<file path="src/rtl/gray_ptr_sync_mc_if.sv">
// Bundle of pointer inputs and synchronized monitor outputs shared between the
// read-side logic and the multi-channel Gray pointer synchronizer.
interface gray_ptr_sync_mc_if #(
  parameter int ASIZE = 4,
  parameter int NCH   = 1
);
  localparam int PW = ASIZE + 1;

  logic [NCH*PW-1:0] wptr;
  logic [NCH-1:0]    err_clr;
  logic [NCH*PW-1:0] s_wptr;
  logic [NCH*PW-1:0] s_wbin;
  logic [NCH-1:0]    s_chg;
  logic [NCH-1:0]    s_err;
  logic              s_rdy;

  modport master (
    output wptr, err_clr,
    input  s_wptr, s_wbin, s_chg, s_err, s_rdy
  );

  modport slave (
    input  wptr, err_clr,
    output s_wptr, s_wbin, s_chg, s_err, s_rdy
  );
endinterface

</file>
<file path="src/rtl/gray_ptr_sync_mc.sv">
// Multi-channel Gray pointer synchronizer into rclk: NSTAGE flop chain per channel
// followed by a registered monitor giving binary pointer, change strobe and jump error.
module gray_ptr_sync_mc #(
  parameter int ASIZE  = 4,
  parameter int NSTAGE = 2,
  parameter int NCH    = 1
) (
  input  logic               rclk,
  input  logic               rrst,
  gray_ptr_sync_mc_if.slave  bus
);
  localparam int PW = ASIZE + 1;
  localparam int W  = NCH * PW;
  localparam logic [2:0] RDY_N = 3'(NSTAGE + 1);

  if (NSTAGE < 2 || NSTAGE > 4) begin : g_bad_nstage
    $error("gray_ptr_sync_mc: NSTAGE must be in 2..4");
  end

  function automatic logic [PW-1:0] gray2bin(input logic [PW-1:0] g);
    logic [PW-1:0] b;
    b[PW-1] = g[PW-1];
    for (int i = PW - 2; i >= 0; i--) b[i] = b[i+1] ^ g[i];
    return b;
  endfunction

  // More than one bit set iff clearing the lowest set bit leaves something.
  function automatic logic multi_bit(input logic [PW-1:0] d);
    return (d & (d - PW'(1))) != '0;
  endfunction

  (* ASYNC_REG = "TRUE" *) logic [W-1:0] sync_p0;
  (* ASYNC_REG = "TRUE" *) logic [W-1:0] sync_p1;
  logic [W-1:0]   sync_last;
  logic [W-1:0]   prev;
  logic [W-1:0]   wbin;
  logic [NCH-1:0] chg;
  logic [NCH-1:0] err;
  logic           rdy;
  logic [2:0]     rdy_cnt;

  if (NSTAGE == 2) begin : g_tail_none
    assign sync_last = sync_p1;
  end else begin : g_tail
    logic [W-1:0] sync_tail [NSTAGE-2];

    // Extra chain stages beyond the two metastability-hardened flops
    always_ff @(posedge rclk) begin
      if (rrst) begin
        for (int i = 0; i < NSTAGE - 2; i++) sync_tail[i] <= '0;
      end else begin
        sync_tail[0] <= sync_p1;
        for (int i = 1; i < NSTAGE - 2; i++) sync_tail[i] <= sync_tail[i-1];
      end
    end

    assign sync_last = sync_tail[NSTAGE-3];
  end

  always_ff @(posedge rclk) begin
    if (rrst) begin
      sync_p0 <= '0;
      sync_p1 <= '0;
      prev    <= '0;
      wbin    <= '0;
      chg     <= '0;
      err     <= '0;
      rdy     <= 1'b0;
      rdy_cnt <= '0;
    end else begin
      sync_p0 <= bus.wptr;
      sync_p1 <= sync_p0;

      // rdy is held off until the chain and prev have flushed to the live pointer
      if (rdy_cnt != RDY_N) rdy_cnt <= rdy_cnt + 3'd1;
      if (rdy_cnt == RDY_N) rdy <= 1'b1;

      // Monitor stage
      prev <= sync_last;
      for (int k = 0; k < NCH; k++) begin
        wbin[k*PW +: PW] <= gray2bin(sync_last[k*PW +: PW]);
        chg[k] <= rdy && (sync_last[k*PW +: PW] != prev[k*PW +: PW]);
        if (rdy && multi_bit(sync_last[k*PW +: PW] ^ prev[k*PW +: PW])) err[k] <= 1'b1;
        else if (bus.err_clr[k]) err[k] <= 1'b0;
      end
    end
  end

  assign bus.s_wptr = sync_last;
  assign bus.s_wbin = wbin;
  assign bus.s_chg  = chg;
  assign bus.s_err  = err;
  assign bus.s_rdy  = rdy;
endmodule
</file>
<file path="src/flat_wrapper.sv">
// flat-port wrapper written by rule: the top's interface ports become plain ports
module gray_ptr_sync_mc_flat 
#(
  parameter int ASIZE  = 4,
  parameter int NSTAGE = 2,
  parameter int NCH    = 1
)
  (rclk, rrst, bus_wptr, bus_err_clr, bus_s_wptr, bus_s_wbin, bus_s_chg, bus_s_err, bus_s_rdy);
  gray_ptr_sync_mc_if #(.ASIZE(ASIZE), .NCH(NCH)) bus_i ();
  input  logic rclk;
  input  logic rrst;
  input wire logic [$bits(bus_i.wptr)-1:0] bus_wptr;
  input wire logic [$bits(bus_i.err_clr)-1:0] bus_err_clr;
  output wire logic [$bits(bus_i.s_wptr)-1:0] bus_s_wptr;
  output wire logic [$bits(bus_i.s_wbin)-1:0] bus_s_wbin;
  output wire logic [$bits(bus_i.s_chg)-1:0] bus_s_chg;
  output wire logic [$bits(bus_i.s_err)-1:0] bus_s_err;
  output wire logic [$bits(bus_i.s_rdy)-1:0] bus_s_rdy;
  assign bus_i.wptr = bus_wptr;
  assign bus_i.err_clr = bus_err_clr;
  assign bus_s_wptr = bus_i.s_wptr;
  assign bus_s_wbin = bus_i.s_wbin;
  assign bus_s_chg = bus_i.s_chg;
  assign bus_s_err = bus_i.s_err;
  assign bus_s_rdy = bus_i.s_rdy;
  gray_ptr_sync_mc #(.ASIZE(ASIZE), .NSTAGE(NSTAGE), .NCH(NCH)) u_core (.rclk(rclk), .rrst(rrst), .bus(bus_i));
endmodule
</file>
<file path="config.mk">
export PLATFORM = sky130hd
export DESIGN_NAME = gray_ptr_sync_mc_flat
export DESIGN_NICKNAME = d
export VERILOG_FILES = /design/src/rtl/gray_ptr_sync_mc_if.sv /design/src/rtl/gray_ptr_sync_mc.sv /design/src/flat_wrapper.sv
export SDC_FILE = /design/constraint.sdc
export NUM_CORES = 1
export LEC_CHECK = 0
export ABC_AREA = 0
export CAP_MARGIN = 25
export CORE_MARGIN = 5
export CORE_UTILIZATION = 30
export DETAILED_ROUTE_END_ITERATION = 6
export PLACE_DENSITY = 0.61
export SLEW_MARGIN = 20
export SYNTH_ARGS = -nofsm -noshare
export SYNTH_HDL_FRONTEND = slang
export SYNTH_SLANG_ARGS = --single-unit
</file>
<file path="constraint.sdc">
create_clock -name rclk -period 1.75 [get_ports rclk]
set_input_delay 0.35 -clock rclk [delete_from_list [all_inputs] [get_ports rclk]]
set_output_delay 0.35 -clock rclk [all_outputs]
set_load 0.02 [all_outputs]
</file>
## Word level (Yosys, flattened, before mapping)

Cells that the tools add are included.

- Add/subtract/negate cells: 2
- Eq/ne operators: 3
- Multiplexer cells: 2
- Bitwise logic cells: 6
- Reduce and logical (&&, ||, !) cells: 4

Operator list:

| operator | number |
|---|---|
| 5-bit AND | 1 |
| 5-bit inequality test | 1 |
| 5-bit nonzero test | 1 |
| 5-bit by 1-bit subtractor with 5-bit output (second input constant) | 1 |
| 5-bit bitwise XOR | 1 |
| 1-bit bitwise XOR | 4 |
| 3-bit by 1-bit adder with 3-bit output (second input constant) | 1 |
| 3-bit by 2-bit == test with 1-bit output (second input constant) | 1 |
| 3-bit by 2-bit inequality test with 1-bit output (second input constant) | 1 |
| 1-bit logical AND | 2 |
| 1-bit 2-to-1 mux | 2 |
| 2-bit nonzero test | 1 |

- Flip-flop bits (word level): 26
- Input port bits: 8
- Output and inout port bits: 13
- Logic and storage cells: 25

## Logic depth before layout (Yosys ltp)

- Word-level depth: 6
- Gate-level depth with buffers: 5
- Gate-level depth less buffers: 5

## Least setup slack after synthesis

No wires, ideal clock.

- Kind: register -> register
- Start point: register u_core.sync_p1[1] (netlist: u_core.bus.s_wptr[1])
- End point: register u_core.err (netlist: u_core.bus.s_err)
- Library setup time: 0.080 ns
- Data arrival time: 1.268 ns
- Data required time: 1.670 ns
- Slack: 0.403 ns
- Cell stages (with the launch flop): 5
- Path buffers: 0
- Period minus slack after synthesis: 1.347 ns
- Cells stage by stage: dfxtp_1 > xnor2_1 > and2_1 > maj3_2 > a211oi_2

- Cells in the longest elaborated chain, start to end: 6
- Elaborated cells between the ends (all ways): 7
- Those cells by class: add/sub: 1; mux: 1; bitwise: 2; reduce/logical: 3

RTL lines:

| item | RTL line | RTL |
|---|---|---|
| from (decl) | gray_ptr_sync_mc.sv:33 | `(* ASYNC_REG = "TRUE" *) logic [W-1:0] sync_p1;` |
| from (signal assigned) | gray_ptr_sync_mc.sv:72 | `sync_p1 <= sync_p0;` |
| 5-bit bitwise XOR (*) | gray_ptr_sync_mc.sv:83 | `if (rdy && multi_bit(sync_last[k*PW +: PW] ^ prev[k*PW +: PW])) err[k] <= 1'b1;` |
| 5-bit by 1-bit subtractor with 5-bit output | gray_ptr_sync_mc.sv:29 | `return (d & (d - PW'(1))) != '0;` |
| 5-bit AND (*) | gray_ptr_sync_mc.sv:29 |  |
| 5-bit nonzero test (*) | gray_ptr_sync_mc.sv:29 |  |
| 1-bit logical AND (*) | gray_ptr_sync_mc.sv:83 |  |
| 1-bit 2-to-1 mux / 2-bit nonzero test (equally long branches) | n/a |  |
| to (signal assigned) | gray_ptr_sync_mc.sv:67 | `err <= '0;` |
| to (signal, indexed assignment) | gray_ptr_sync_mc.sv:83 |  |
| to (signal, indexed assignment) | gray_ptr_sync_mc.sv:84 | `else if (bus.err_clr[k]) err[k] <= 1'b0;` |
| to (decl) | gray_ptr_sync_mc.sv:38 | `logic [NCH-1:0] err;` |

Every way passes the cells marked *; elsewhere a longest branch is shown, timed or not.
A chain may end at the register's enable or synchronous reset.

## Worst setup path in the final report

- Start point: register u_core.wbin[4] (netlist: u_core.bus.s_wbin[4])
- End point: output bus_s_wbin[4]

RTL lines:

| item | RTL line | RTL |
|---|---|---|
| from (decl) | gray_ptr_sync_mc.sv:36 | `logic [W-1:0] wbin;` |
| from (signal, indexed assignment) | gray_ptr_sync_mc.sv:81 | `wbin[k*PW +: PW] <= gray2bin(sync_last[k*PW +: PW]);` |
| to (decl) | flat_wrapper.sv:15 | `output wire logic [$bits(bus_i.s_wbin)-1:0] bus_s_wbin;` |

No word-level cell between the ends.

==> summary.txt <==
Status
  • Status: finished clean

Finish
  • Post-Layout Cell Count: 133
  • Reg area: 500 µm²
  • # diodes: 0
  • Syn-to-layout area delta: 31.9%
  • Fraction of layout cells with a size suffix above 1: 6.86%
  • Fill cells: 266
  • Fin nets: 113
  • Multi-input logic area: 333 µm²

Timing
  • Achievable clock frequency: 614 MHz
  • Worst-Margin Slew: 0.327 ns
  • Final setup viols: 0
  • Final TNS setup: 0 ns
  • RSZ-0062 raised after global routing: false
  • Setup slack after layout: 0.122 ns
  • Crit share post-route: 93.0%
  • Final hold viol count: 0
  • Slew HR: 78.1%
  • Max-slew violations: 0
  • Tmin final: 1.63 ns
  • Worst Skew: 0.00646 ns

Detailed routing
  • 1st-iter DRT viols: 2
  • Via density: 4.14
  • Post-route ant nets: 0
  • DR WL/cell: 9.42 µm
  • Via count: 550
  • DRC viols: 0
  • Final wirelength: 1250 µm
  • DRT Pass-1 Iters: 3

Setup path
  • FF-to-FF setup slack: 0.45 ns
  • Startpoint type of the worst setup path: flop
  • R2r startpoint: u_core.bus.s_wptr[1]$_SDFF_PP0_
  • Arr. time, crit path: 1.28 ns
  • Cell family with most CP delay: buffers and inverters
  • Worst path depth: 1
  • Crit Path Max Fanout: 2
  • WS Path Type: reg2out
  • Worst r2r path cells: 4
  • CP Capture Type: output port
  • Critical Path Source: u_core.bus.s_wbin[4]$_SDFF_PP0_
  • Critical Path End: bus_s_wbin[4]
  • Crit-path slowest cell: clkdlybuf4s50_1
  • Reg2reg end: u_core.bus.s_err$_SDFFE_PP0P_
  • WP buf/inv: 1
  • CP required: 1.40 ns
  • Worst path cell trace: clkdlybuf4s50_1
  • CP peak stage delay: 0.61 ns

Yosys
  • Post-synthesis register bit count: 25
  • Synth top area share: 58.5%
  • Synth cell types: 16
  • Post-synthesis sequential area ratio: 58.5%
  • Syn_nets: 89
  • Warnings from Yosys: 0
  • Top cells by area, synth: dfxtp_1 58%, nor2b_1 12%, xnor2_1 8.2%
  • Post-Syn Area per Cell: 10.8 µm²
  • Synth area leader: dfxtp_1
  • Number of cells produced by synthesis: 79
  • Synth Cell Area: 856 µm²

Power
  • Sw power: 254 µW
  • Sw Share: 24.4%
  • Tot Pwr: 1.04 mW
  • Clock power frac: 23.2%
  • P_leak: 0.489 nW
  • Pwr/cell area: 925 nW/µm²
  • Logic pwr share: 16.5%
  • Pint: 789 µW
  • VDD IR max: 0.000670 V
  • Seq pwr share: 60.4%

CTS
  • Hold buffer count at CTS: 0
  • CTS Buffer Depth: 2
  • Clock sinks: 25
  • Clk_lat worst skew: 0.31 ns
  • CTS tree: yes
  • Clock-pin slew on the worst setup and hold paths: 0.12 ns
  • Clock Tree Root: clkbuf_4
  • Cts bufs inserted: 3
  • H-tree levels: 1

Place
  • Dpl ws: 0.352 ns
  • Final Wtd Congestion: 0.616
  • PortBufs: 20
  • Placed cell count: 129

Floorplan
  • Row count: 19
  • Initial Util: 31.3%
  • Die Span X: 63.4 µm
  • I/O pin count: 21
  • Die H: 63.4 µm
  • Die area: 4020 µm²
  • Placeable core area: 2730 µm²

GRT
  • Vias in the first global route: 521
  • Antenna violations before repair: 0
  • GRT overflow: 0
  • Largest net degree at the start of global routing: 16
  • First-pass GRT wire length: 2270 µm
  • Total Routing Usage GR: 7.15%

Worst hold path
  • HP Class: reg2reg

Flow run
  • Max Cap Viol: 0
## layout by cell type (no fill, tap or decap)
master and instances:
a21oi_1 1, dfxtp_1 25, a211oi_2 1, dlymetal6s2s_1 4, a311oi_1 1, nor2b_1 16, clkbuf_4 3, mux2i_1 1
and2_1 2, xnor2_1 8, ha_1 2, xor2_1 3, clkdlybuf4s50_1 14, buf_4 2, inv_1 2, clkbuf_1 1
maj3_2 1, o22ai_1 1, dlygate4sd2_1 2, nor2_1 12
## layer usage
metal / GRT usage [%] / vias up / part of all wire (%)
li1: - / 293 / -
met1: 7.39 / 235 / 44
met2: 10.5 / 18 / 42
met3: 4.09 / 4 / 10
met4: 5.45 / 0 / 3.5
met5: 0 / - / 0
## stage by stage
stage	cell area [µm²]	hold WS (ns)	util, %
CTS	1120	0.455	40.9
finish	1130	0.449	41.3
global placement	1090	0.417	40.0
floorplan	856	0.414	-
global route	1130	0.472	41.3
detailed placement	1090	0.424	40.0
## synth_stat cells
library cell	number
xor2_1	3
nor2_1	12
a311oi_1	1
nor2b_1	16
ha_1	2
a21oi_1	1
a211oi_2	1
xnor2_1	8
o22ai_1	1
maj3_2	1
and2_1	2
clkbuf_1	2
inv_1	2
buf_4	1
dfxtp_1	25
mux2i_1	1
## registers in the layout (all words and copies together) (netlist names)
register,cells
u_core.bus.s_chg,1
u_core.sync_p0,5
u_core.bus.s_wptr,5
u_core.bus.s_err,1
u_core.rdy_cnt,3
u_core.prev,4
u_core.bus.s_wbin,5
u_core.bus.s_rdy,1
## logic make-up after synthesis
kind of cell	after synthesis	share of synthesized area, %
simple gates	30	18.4
flops	25	58.5
xor+xnor	11	11.3
buf+inv	5	2.63
compound gates	4	3.80
fa+ha+maj	3	4.24
mux	1	1.17
## layout make-up
class,count,area share (%)
inverters,2,0.665
well taps,31,3.44
multi-input cells,49,29.5
clock buffers,4,2.33
flip-flops and latches,25,44.3
repair buffers,22,19.7
## power by group through the flow
stage	sequential, mW	clock [mW]	combinational (mW)
floorplan	0.662	0	0.0896
global placement	0.643	0	0.174
detailed placement	0.644	0	0.178
CTS	0.631	0.259	0.178
global route	0.636	0.288	0.194
finish	0.630	0.242	0.172
## timing repair
item / in CTS / in global routing
endpoints found under the hold margin: 0 / 0
resized for setup: 2 / 4
setup buffers: 0 / 0
endpoints found under the setup margin: 2 / 4
## how the worst min path moves through the flow
stage | slack [ns] | cells past startpoint | endpoint | start
after floorplan | 0.41 | 1 | u_core.bus.s_wptr[0]$_SDFF_PP0_ | u_core.sync_p0[0]$_SDFF_PP0_
after global placement | 0.42 | 1 | u_core.bus.s_wptr[2]$_SDFF_PP0_ | u_core.sync_p0[2]$_SDFF_PP0_
after detailed placement | 0.42 | 1 | u_core.bus.s_wptr[2]$_SDFF_PP0_ | u_core.sync_p0[2]$_SDFF_PP0_
after CTS | 0.45 | 1 | u_core.bus.s_wptr[2]$_SDFF_PP0_ | u_core.sync_p0[2]$_SDFF_PP0_
after global routing | 0.47 | 1 | u_core.bus.s_wptr[2]$_SDFF_PP0_ | u_core.sync_p0[2]$_SDFF_PP0_
final | 0.45 | 1 | u_core.bus.s_wptr[2]$_SDFF_PP0_ | u_core.sync_p0[2]$_SDFF_PP0_
No activity file was read; power rests on OpenSTA's default activity.
